$ cat config.mk
export PLATFORM = sky130hd
export DESIGN_NAME = stickyx_nch_flat
export DESIGN_NICKNAME = d
export VERILOG_FILES = /design/src/rtl/stickyx_nch_if.sv /design/src/rtl/stickyx_nch.sv /design/src/flat_wrapper.sv
export SDC_FILE = /design/constraint.sdc
export NUM_CORES = 1
export LEC_CHECK = 0
export ABC_CLOCK_PERIOD_IN_PS = 1900
export CAP_MARGIN = 15
export CORE_MARGIN = 3
export CORE_UTILIZATION = 50
export DETAILED_ROUTE_END_ITERATION = 10
export HOLD_SLACK_MARGIN = 0.02
export PLACE_DENSITY = 0.81
export SETUP_SLACK_MARGIN = 0.3
export SYNTH_ARGS = -nofsm -noshare
export SYNTH_HDL_FRONTEND = slang
export SYNTH_SLANG_ARGS = --single-unit
$ cat constraint.sdc
create_clock -name clk -period 1.9 [get_ports clk]
set_clock_uncertainty 0.15 [all_clocks]
set_input_delay 0.19 -clock clk [delete_from_list [all_inputs] [get_ports clk]]
set_output_delay 0.19 -clock clk [all_outputs]
set_load 0.005 [all_outputs]
$ cat src/rtl/stickyx_nch_if.sv
// Processor register bus for the sticky alarm block.
// Master drives select/strobe/address/data, slave returns read data.
interface stickyx_nch_if #(
    parameter int WIDTH = 8,
    parameter int ADDRW = 6
);
    logic             upen;
    logic             upws;
    logic [ADDRW-1:0] upa;
    logic [WIDTH-1:0] updi;
    logic [WIDTH-1:0] updo;

    modport master (
        output upen, upws, upa, updi,
        input  updo
    );

    modport slave (
        input  upen, upws, upa, updi,
        output updo
    );
endinterface

$ cat src/rtl/stickyx_nch.sv
// Multi-channel sticky alarm latch with W1C clear, interrupt enables,
// per-channel and combined registered interrupts and a force mode.
module stickyx_nch #(
    parameter int WIDTH = 8,
    parameter int NCH   = 4,
    parameter int ADDRW = 6,
    parameter int EDGE  = 0
) (
    input  logic                 clk,
    input  logic                 rstn,
    input  logic                 upactive,
    input  logic [NCH*WIDTH-1:0] alarm,
    stickyx_nch_if.slave         bus,
    output logic [NCH*WIDTH-1:0] lalarm,
    output logic [NCH-1:0]       irq_ch,
    output logic                 irq
);
    localparam int CHW = ADDRW - 2;

    logic [NCH-1:0][WIDTH-1:0] sticky;
    logic [NCH-1:0][WIDTH-1:0] sticky_nx;
    logic [NCH-1:0][WIDTH-1:0] ien;
    logic [NCH-1:0][WIDTH-1:0] ien_nx;
    logic [NCH*WIDTH-1:0]      alarm_q;
    logic [NCH*WIDTH-1:0]      set;
    logic [NCH-1:0]            irq_nx;
    logic [NCH-1:0]            ch_hit;
    logic [CHW-1:0]            ch;
    logic [1:0]                sel;
    logic                      wr;

    assign ch  = bus.upa[ADDRW-1:2];
    assign sel = bus.upa[1:0];
    assign wr  = bus.upen & bus.upws;

    // Rising-edge mode only sets on a 0->1 transition of the raw alarm
    assign set = (EDGE != 0) ? (alarm & ~alarm_q) : alarm;

    assign lalarm = sticky;

    // One-hot channel decode; out-of-range channels match nothing
    always_comb begin
        ch_hit = '0;
        for (int c = 0; c < NCH; c++) begin
            ch_hit[c] = (int'(ch) == c);
        end
    end

    // Next sticky/ien state and per-channel interrupt terms
    always_comb begin
        sticky_nx = sticky;
        ien_nx    = ien;
        irq_nx    = '0;
        for (int c = 0; c < NCH; c++) begin
            if (upactive) begin
                if (wr && ch_hit[c] && sel == 2'd0) begin
                    sticky_nx[c] = set[c*WIDTH +: WIDTH]
                                 | (sticky[c] & ~bus.updi);
                end else begin
                    sticky_nx[c] = set[c*WIDTH +: WIDTH] | sticky[c];
                end
            end else if (wr && ch_hit[c] && sel == 2'd0) begin
                sticky_nx[c] = bus.updi;
            end
            if (wr && ch_hit[c] && sel == 2'd1) begin
                ien_nx[c] = bus.updi;
            end
            irq_nx[c] = |(sticky[c] & ien[c]);
        end
    end

    // Combinational read mux, zero when not selected
    always_comb begin
        bus.updo = '0;
        for (int c = 0; c < NCH; c++) begin
            if (bus.upen && ch_hit[c]) begin
                case (sel)
                    2'd0:    bus.updo = sticky[c];
                    2'd1:    bus.updo = ien[c];
                    2'd2:    bus.updo = alarm[c*WIDTH +: WIDTH];
                    default: bus.updo = '0;
                endcase
            end
        end
    end

    // State registers; irq follows irq_ch on the same edge
    always_ff @(posedge clk or negedge rstn) begin
        if (!rstn) begin
            sticky  <= '0;
            ien     <= '0;
            alarm_q <= '0;
            irq_ch  <= '0;
            irq     <= 1'b0;
        end else begin
            sticky  <= sticky_nx;
            ien     <= ien_nx;
            alarm_q <= alarm;
            irq_ch  <= irq_nx;
            irq     <= |irq_nx;
        end
    end
endmodule

$ cat src/flat_wrapper.sv
// flat-port wrapper written by rule: the top's interface ports become plain ports
module stickyx_nch_flat 
#(
    parameter int WIDTH = 8,
    parameter int NCH   = 4,
    parameter int ADDRW = 6,
    parameter int EDGE  = 0
)
  (clk, rstn, upactive, alarm, lalarm, irq_ch, irq, bus_upen, bus_upws, bus_upa, bus_updi, bus_updo);
  stickyx_nch_if #(.WIDTH(WIDTH), .ADDRW(ADDRW)) bus_i ();
  input  logic clk;
  input  logic rstn;
  input  logic upactive;
  input  logic [NCH*WIDTH-1:0] alarm;
  output logic [NCH*WIDTH-1:0] lalarm;
  output logic [NCH-1:0] irq_ch;
  output logic irq;
  input wire logic [$bits(bus_i.upen)-1:0] bus_upen;
  input wire logic [$bits(bus_i.upws)-1:0] bus_upws;
  input wire logic [$bits(bus_i.upa)-1:0] bus_upa;
  input wire logic [$bits(bus_i.updi)-1:0] bus_updi;
  output wire logic [$bits(bus_i.updo)-1:0] bus_updo;
  assign bus_i.upen = bus_upen;
  assign bus_i.upws = bus_upws;
  assign bus_i.upa = bus_upa;
  assign bus_i.updi = bus_updi;
  assign bus_updo = bus_i.updo;
  stickyx_nch #(.WIDTH(WIDTH), .NCH(NCH), .ADDRW(ADDRW), .EDGE(EDGE)) u_core (.clk(clk), .rstn(rstn), .upactive(upactive), .alarm(alarm), .bus(bus_i), .lalarm(lalarm), .irq_ch(irq_ch), .irq(irq));
endmodule
==> results.md, run 1 <==
* Number of buffers created by CTS at 9
* Area delta synth->final at 63.5%
* RSZ-0062 raised after global routing: true
* CP max FO at 2
* Filler instances at between 300 and 400
* Non-filler cells, final at 668
* CTS tree: built
* Setup violations, final at 5
* Worst setup EP type: output pin
* Actual slew at the worst max-slew pin at around 430 ps
* Vias/cell at 6.56
* Post-synth cell types at 41
* H-tree levels at 3
* Worst EP required at 1560 ps
* Dpl hpwl at 10,300 um
* Period minus WS final at about 2100 ps
* Post-placement cell count at 617
* Finished Cell Area at roughly 6400 um^2
* Largest net degree at the start of global routing at 70
* Cell Pwr Density at about 640 nW/um^2
* Commonest non-fill, non-tap cell in the layout: buf_4
* # rows at 31
* CP Launch Type: flop
* Mean post-synth cell area at between 10 and 15 um^2
* Final net count at about 600
* Ys async rst share at 1.00
* Xor and xnor area share after synthesis at 0
* Synth Area in Simple Gates at 0.118
* Post-route antenna net violation count at 0
* Synthesized area at just under 4000 um^2
* CP Data Arrival Time at between 1500 and 2000 ps
* Layout cells sized above 1 at 0.424
* Total gr overflow at 0
* DRC Markers at 0
* Main combinational cell family by area after synthesis: compound AO/OA/AOI/OAI gates
* Crit Path Category: reg2out
* Slew headroom at 0.713
* Clock net sink count at between 60 and 70
* Mapped Nets at between 400 and 500
* Synth area leader: dfrtp_1
* Via count at 4,381
* Main synth FF type: dfrtp_1
* Placed cell area at 5570 um^2
* WL final at about 16,000 um
* CTS root buf: clkbuf_8
* Drt pass-1 iters at 5
* Fmax achieved at 479 MHz
* Chip height at ~95 um
* Die Wd at between 90 and 100 um
* First-pass GRT wire length at 24,100 um
* Max-cap check violation count at 0
* Worst vdd ir at between 500 and 600 uV
* Synth Instances at 365
* EDFF count, synth at 0
* Clk slew on worst S/H paths at approximately 80 ps
* Wire per inst at approximately 25 um
* Crit path cell chain: mux2_4, a221oi_2, or4_4, a211oi_2, buf_2
* Number of global-route vias before repair at approximately 4,400
* Clk_lat worst skew at about 350 ps
* Initial antenna violation count at 0
* ANT cells at 0
* Post-synthesis mux area share at 0.178
* RePlAce Congestion at approximately 0.96
* Synth top area share at 0.440
* CTS max path bufs at 2
* Compound-cell area share of the yosys netlist at 0.237
* Seq/Total Area, Yosys at 0.440
* Warning count from the yosys run at 0
* Total global-route track usage at 0.356
* Seq cells post-synth at between 60 and 70
* Port buffer count at 95
* Leakage at 0.00267 uW
* Adder-cell area share of the yosys netlist at 0
* Leading post-synthesis cells by cell area: dfrtp_1, mux2_2, o211ai_1
* Hold crit path type: in2async
* Endpoints failing hold at 0
* Violated checks: setup timing
* Initial drt markers at between 300 and 400
* Outcome: complete, but fails checks
* Final WS setup at -189 ps
* Starting Density at 0.527
* Slew Viols, Final at 0
* Die area at approximately 9000 um^2
* Highest-count cells in the layout ignoring fill and taps: buf_4, dfrtp_1, clkdlybuf4s50_1
* Final period util at 1.10
* CP max stage cell: or4_4
* CP max stage delay at between 400 and 500 ps
* Core Area at approximately 7400 um^2
* I/O Pins at 96
-- path summary, 6_finish.rpt --
| check | start | endpoint | slack (ps) | cells after the start |
|---|---|---|---|---|
| max | u_core.ien[30]$_DFFE_PN0P_ | bus_updo[6] | -190 | 5 |
| min | rstn | u_core.lalarm[11]$_DFFE_PN0P_ | 220 | 3 |
| max reg2reg | u_core.lalarm[30]$_DFFE_PN0P_ | u_core.irq$_DFF_PN0_ | 10 | 6 |
| min reg2reg | u_core.ien[19]$_DFFE_PN0P_ | u_core.ien[19]$_DFFE_PN0P_ | 400 | 1 |
| max in group asynchronous | rstn | u_core.irq_ch[2]$_DFF_PN0_ | 1060 | 3 |
| min in group clk | alarm[18] | u_core.lalarm[18]$_DFFE_PN0P_ | 310 | 3 |
-- registers in the layout, summed over array words and instances, names as in the netlist --
name and flops:
u_core.ien 32, u_core.lalarm 32, u_core.irq 1, u_core.irq_ch 4
-- critical path, delay by kind of cell, from the launching register on --
family,cells,cell delay [ps]
buffers and inverters,1,150
AO/OA/AOI/OAI,2,260
multiplexers,1,160
flip-flops,1,390
AND/OR/NAND/NOR,1,430
-- power breakdown --
| group | internal (uW) | total, uW | switching (uW) | leakage [uW] |
|---|---|---|---|---|
| Combinational | 540 | 1000 | 463 | 0.00178 |
| Clock | 873 | 1480 | 609 | 0.000116 |
| Sequential | 1560 | 1630 | 66.0 | 0.000773 |
-- cell families after synthesis --
| logic type | after synthesis |
|---|---|
| mux | 64 |
| simple gates | 80 |
| compound gates | 128 |
| flops | 69 |
| buf+inv | 24 |
-- per-layer routing --
layer  up-vias  global-route usage  share of wire
li1       1830                   -              -
met1      2150               0.454           0.37
met2       334               0.596           0.49
met3        67              0.0622          0.095
met4         0               0.153          0.045
met5         -                   0              0
-- Yosys cell counts (all sizes together), types with 2 or more instances --
| library cell | n |
|---|---|
| nand2 | 30 |
| nand2b | 12 |
| clkbuf | 13 |
| nand4 | 5 |
| inv | 2 |
| dfrtp | 69 |
| a221oi | 16 |
| nor2b | 11 |
| o31ai | 7 |
| o2bb2ai | 14 |
| a221o | 2 |
| mux2i | 16 |
| o21ai | 31 |
| mux2 | 48 |
| nor2 | 7 |
| buf | 9 |
| a22oi | 23 |
| o211ai | 30 |
| nor3 | 3 |
| nand3 | 2 |
| or4 | 2 |
| o21a | 2 |
-- through the flow --
step / setup WS (ps) / power (uW) / setup TNS (ps) / utilization / hold WS (ps)
after detailed placement: -762 / 2410 / -25230 / 0.748 / 91.3
after global placement: -777 / 2390 / -23580 / 0.748 / 92.3
after floorplan: 252 / 1960 / 0 / - / -256
after CTS: -190 / 4000 / -394 / 0.838 / 254
after global routing: -238 / 4230 / -717 / 0.862 / 257
final: -189 / 4110 / -558 / 0.862 / 219
-- cell type report --
cell class	instances	area, um^2	area share
clock buffer	10	128	0.0199
clock inverter	6	111	0.0173
inverter	2	12.5	0.00195
multi-input combinational	273	2430	0.379
sequential	69	1730	0.269
tap	99	124	0.0193
timing repair buffer	209	1890	0.294
-- repair_timing --
action,in CTS,in global routing
hold endpoints to repair,69,0
setup endpoints to repair,105,52
cloned,1,1
buffers inserted,25,7
resized for setup,151,27
pin swaps,24,16
hold buffers,1,0
Power figures use the tool's default switching activity.
==> run 2: changes to the inputs <==
- HOLD_SLACK_MARGIN: 0.02 -> default
- REMOVE_ABC_BUFFERS: default -> 1
- SKIP_CTS_REPAIR_TIMING: default -> 1
==> run 2 against run 1 <==
Effect of this change: the run still ends with setup timing left; hold slack gained 3.3 ps; die area is the same; count of clock-buffer cells in the layout shrank 1; via count grew 3.8%; first-iteration DRC count grew 27%; global-route usage shrank 3.0 points; non-clock buffer count grew 2; routed wire length grew 6.7%; worst setup slack gained 15 ps.
==> results.md, run 2 (synthesis results as in run 1) <==
* Number of global-route vias before repair at 4,144 (-5.5%)
* Dpl hpwl at 10,200 um (-1.0%)
* H-tree levels at 3 (unchanged)
* Total global-route track usage at 0.326 (-0.0299)
* Worst EP required at 1560 ps (about the same)
* Crit Path Category: reg2out
* Crit path cell chain: mux2_2, a221oi_1, or4_1, a211oi_2, dlymetal6s2s_1
* Finished Cell Area at 6500 um^2 (+1.2%)
* DRC Markers at 0 (unchanged)
* Leakage at 0.00274 uW (+2.7%)
* Cell Pwr Density at 622 nW/um^2 (-3.0%)
* Chip height at 94.6 um (unchanged)
* Drt pass-1 iters at 5 (unchanged)
* Die Wd at 94.6 um (unchanged)
* Starting Density at 0.527 (unchanged)
* Port buffer count at 95 (unchanged)
* Number of buffers created by CTS at 9 (unchanged)
* Worst setup EP type: output pin
* Clk_lat worst skew at 360 ps (about the same)
* TNS Setup at -519 ps (+39.0 ps)
* Endpoints failing hold at 0 (unchanged)
* Slew headroom at 0.678 (-0.0346)
* Worst vdd ir at 475 uV (-6.1%)
* Actual slew at the worst max-slew pin at 483 ps (+52.7 ps)
* Met1 WL at 6300 um (+3.7%)
* Slew Viols, Final at 0 (unchanged)
* CP Launch Point: u_core.lalarm[30]$_DFFE_PN0P_
* # rows at 31 (unchanged)
* WL final at 17,500 um (+6.7%)
* Initial drt markers at 474 (+27%)
* Highest-count cells in the layout ignoring fill and taps: buf_4, dfrtp_1, clkdlybuf4s50_1, dlymetal6s2s_1, mux2_2
* CP Launch Type: flop
* Placed cell area at 5530 um^2 (-0.72%)
* I/O Pins at 96 (unchanged)
* ANT cells at 0 (unchanged)
* CTS tree: built
* RePlAce Congestion at 0.951 (-1.2%)
* Reg-to-Reg End: u_core.irq$_DFF_PN0_
* Crit. path cell count at 5 (unchanged)
* Area delta synth->final at 65.5%
* Worst reg-to-reg setup slack at -30 ps (-40 ps)
* Launch point of the worst reg-to-reg path: u_core.lalarm[11]$_DFFE_PN0P_
* Top Family by Delay on Critical Path: simple AND/OR/NAND/NOR gates
* Clk slew on worst S/H paths at 70 ps (about the same)
* Violated checks: setup timing
* Initial antenna violation count at 0 (unchanged)
* Hold crit path type: in2async
* RSZ-0062 raised after global routing: true
* Die area at 8950 um^2 (unchanged)
* Final WS setup at -174 ps (+14.7 ps)
* First-pass GRT wire length at 22,000 um (-8.8%)
* Wire per inst at 26.2 um (+6.7%)
* Commonest non-fill, non-tap cell in the layout: buf_4
* Routed wl met3 at 1950 um (+25%)
* Critical Path End: bus_updo[6]
* Setup violations, final at 8 (+3)
* Clock net sink count at 69 (unchanged)
* Total gr overflow at 0 (unchanged)
* CTS max path bufs at 2 (unchanged)
* CP max stage delay at 420 ps (about the same)
* Total power at 4040 uW (-1.8%)
* DR top layer: met4
* Period minus WS final at 2070 ps (-14.7 ps)
* Metal2 WL at 8270 um (+3.4%)
* Post-route antenna net violation count at 0 (unchanged)
* Vias/cell at 6.81 (+3.8%)
* CP max stage cell: or4_1
* Via count at 4,547 (+3.8%)
* Pre-CTS WS at -780 ps (-17.3 ps)
* Buf/Inv on CP at 1 (unchanged)
* CTS root buf: clkbuf_8
* Final period util at 1.09 (-0.00773)
* Fmax achieved at 482 MHz (+0.71%)
* Max-cap check violation count at 0 (unchanged)
* Largest net degree at the start of global routing at 70 (unchanged)
* CP max FO at 2 (unchanged)
* Core Area at 7450 um^2 (unchanged)
* Outcome: complete, but fails checks
* Final net count at 616 (+0.16%)
* FF-to-FF path depth at 5 (-1)
* Layout cells sized above 1 at 0.415 (-0.00879)
* CP Data Arrival Time at 1730 ps (-20 ps)
[run 2: changes by cell type in the layout (fill, tap and decap cells not counted), sizes merged]
cell           delta
clkinv            +1
dlymetal6s2s     +35
clkdlybuf4s15     -4
clkinvlp          -1
clkbuf            +5
nand2b            -1
buf               -7
clkdlybuf4s50     +1
dlygate4sd2      -29
[run 2: routing by layer]
| layer | track usage | vias up |
|---|---|---|
| met2 | 0.523 | 392 |
| met1 | 0.449 | 2211 |
| met5 | 0 | - |
| met3 | 0.0693 | 106 |
| met4 | 0.0913 | 0 |
| li1 | - | 1838 |
[run 2: cell type report]
type / count / area [um^2]
fill: 336 / 951
timing repair buffer: 211 / 2040
tap: 99 / 124
clock buffer: 9 / 124
sequential: 69 / 1730
inverter: 2 / 7.51
multi-input combinational: 272 / 2360
clock inverter: 6 / 113
[run 2: per-stage QoR]
step           hold slack, ps  instances   util
2_1_floorplan            -256        343      -
3_3_place_gp             85.2        614  0.743
3_5_place_dp             86.2        614  0.743
4_1_cts                  -287        629  0.775
5_1_grt                   242        668  0.872
6_report                  223        668  0.872
[run 2: worst min path at each step]
stage	startpoint	end	cells past startpoint
2_1_floorplan	rstn	u_core.ien[0]$_DFFE_PN0P_	0
3_5_place_dp	rstn	u_core.lalarm[20]$_DFFE_PN0P_	2
4_1_cts	rstn	u_core.lalarm[20]$_DFFE_PN0P_	2
6_report	rstn	u_core.ien[20]$_DFFE_PN0P_	3
3_3_place_gp	rstn	u_core.ien[20]$_DFFE_PN0P_	2
5_1_grt	rstn	u_core.ien[20]$_DFFE_PN0P_	3
[run 2: power by group]
group / total (uW) / switching (uW) / internal (uW)
combinational: 914 / 437 / 477
sequential: 1630 / 71.3 / 1560
clock: 1490 / 625 / 867
total: 4040 / 1130 / 2910
[run 2: worst register-to-register path, cell delays in order, from the launching register on]
cell and delay, ps:
dfrtp_1 430, buf_4 160, buf_6 100, a22oi_2 240, nand4_1 180, or4_1 550
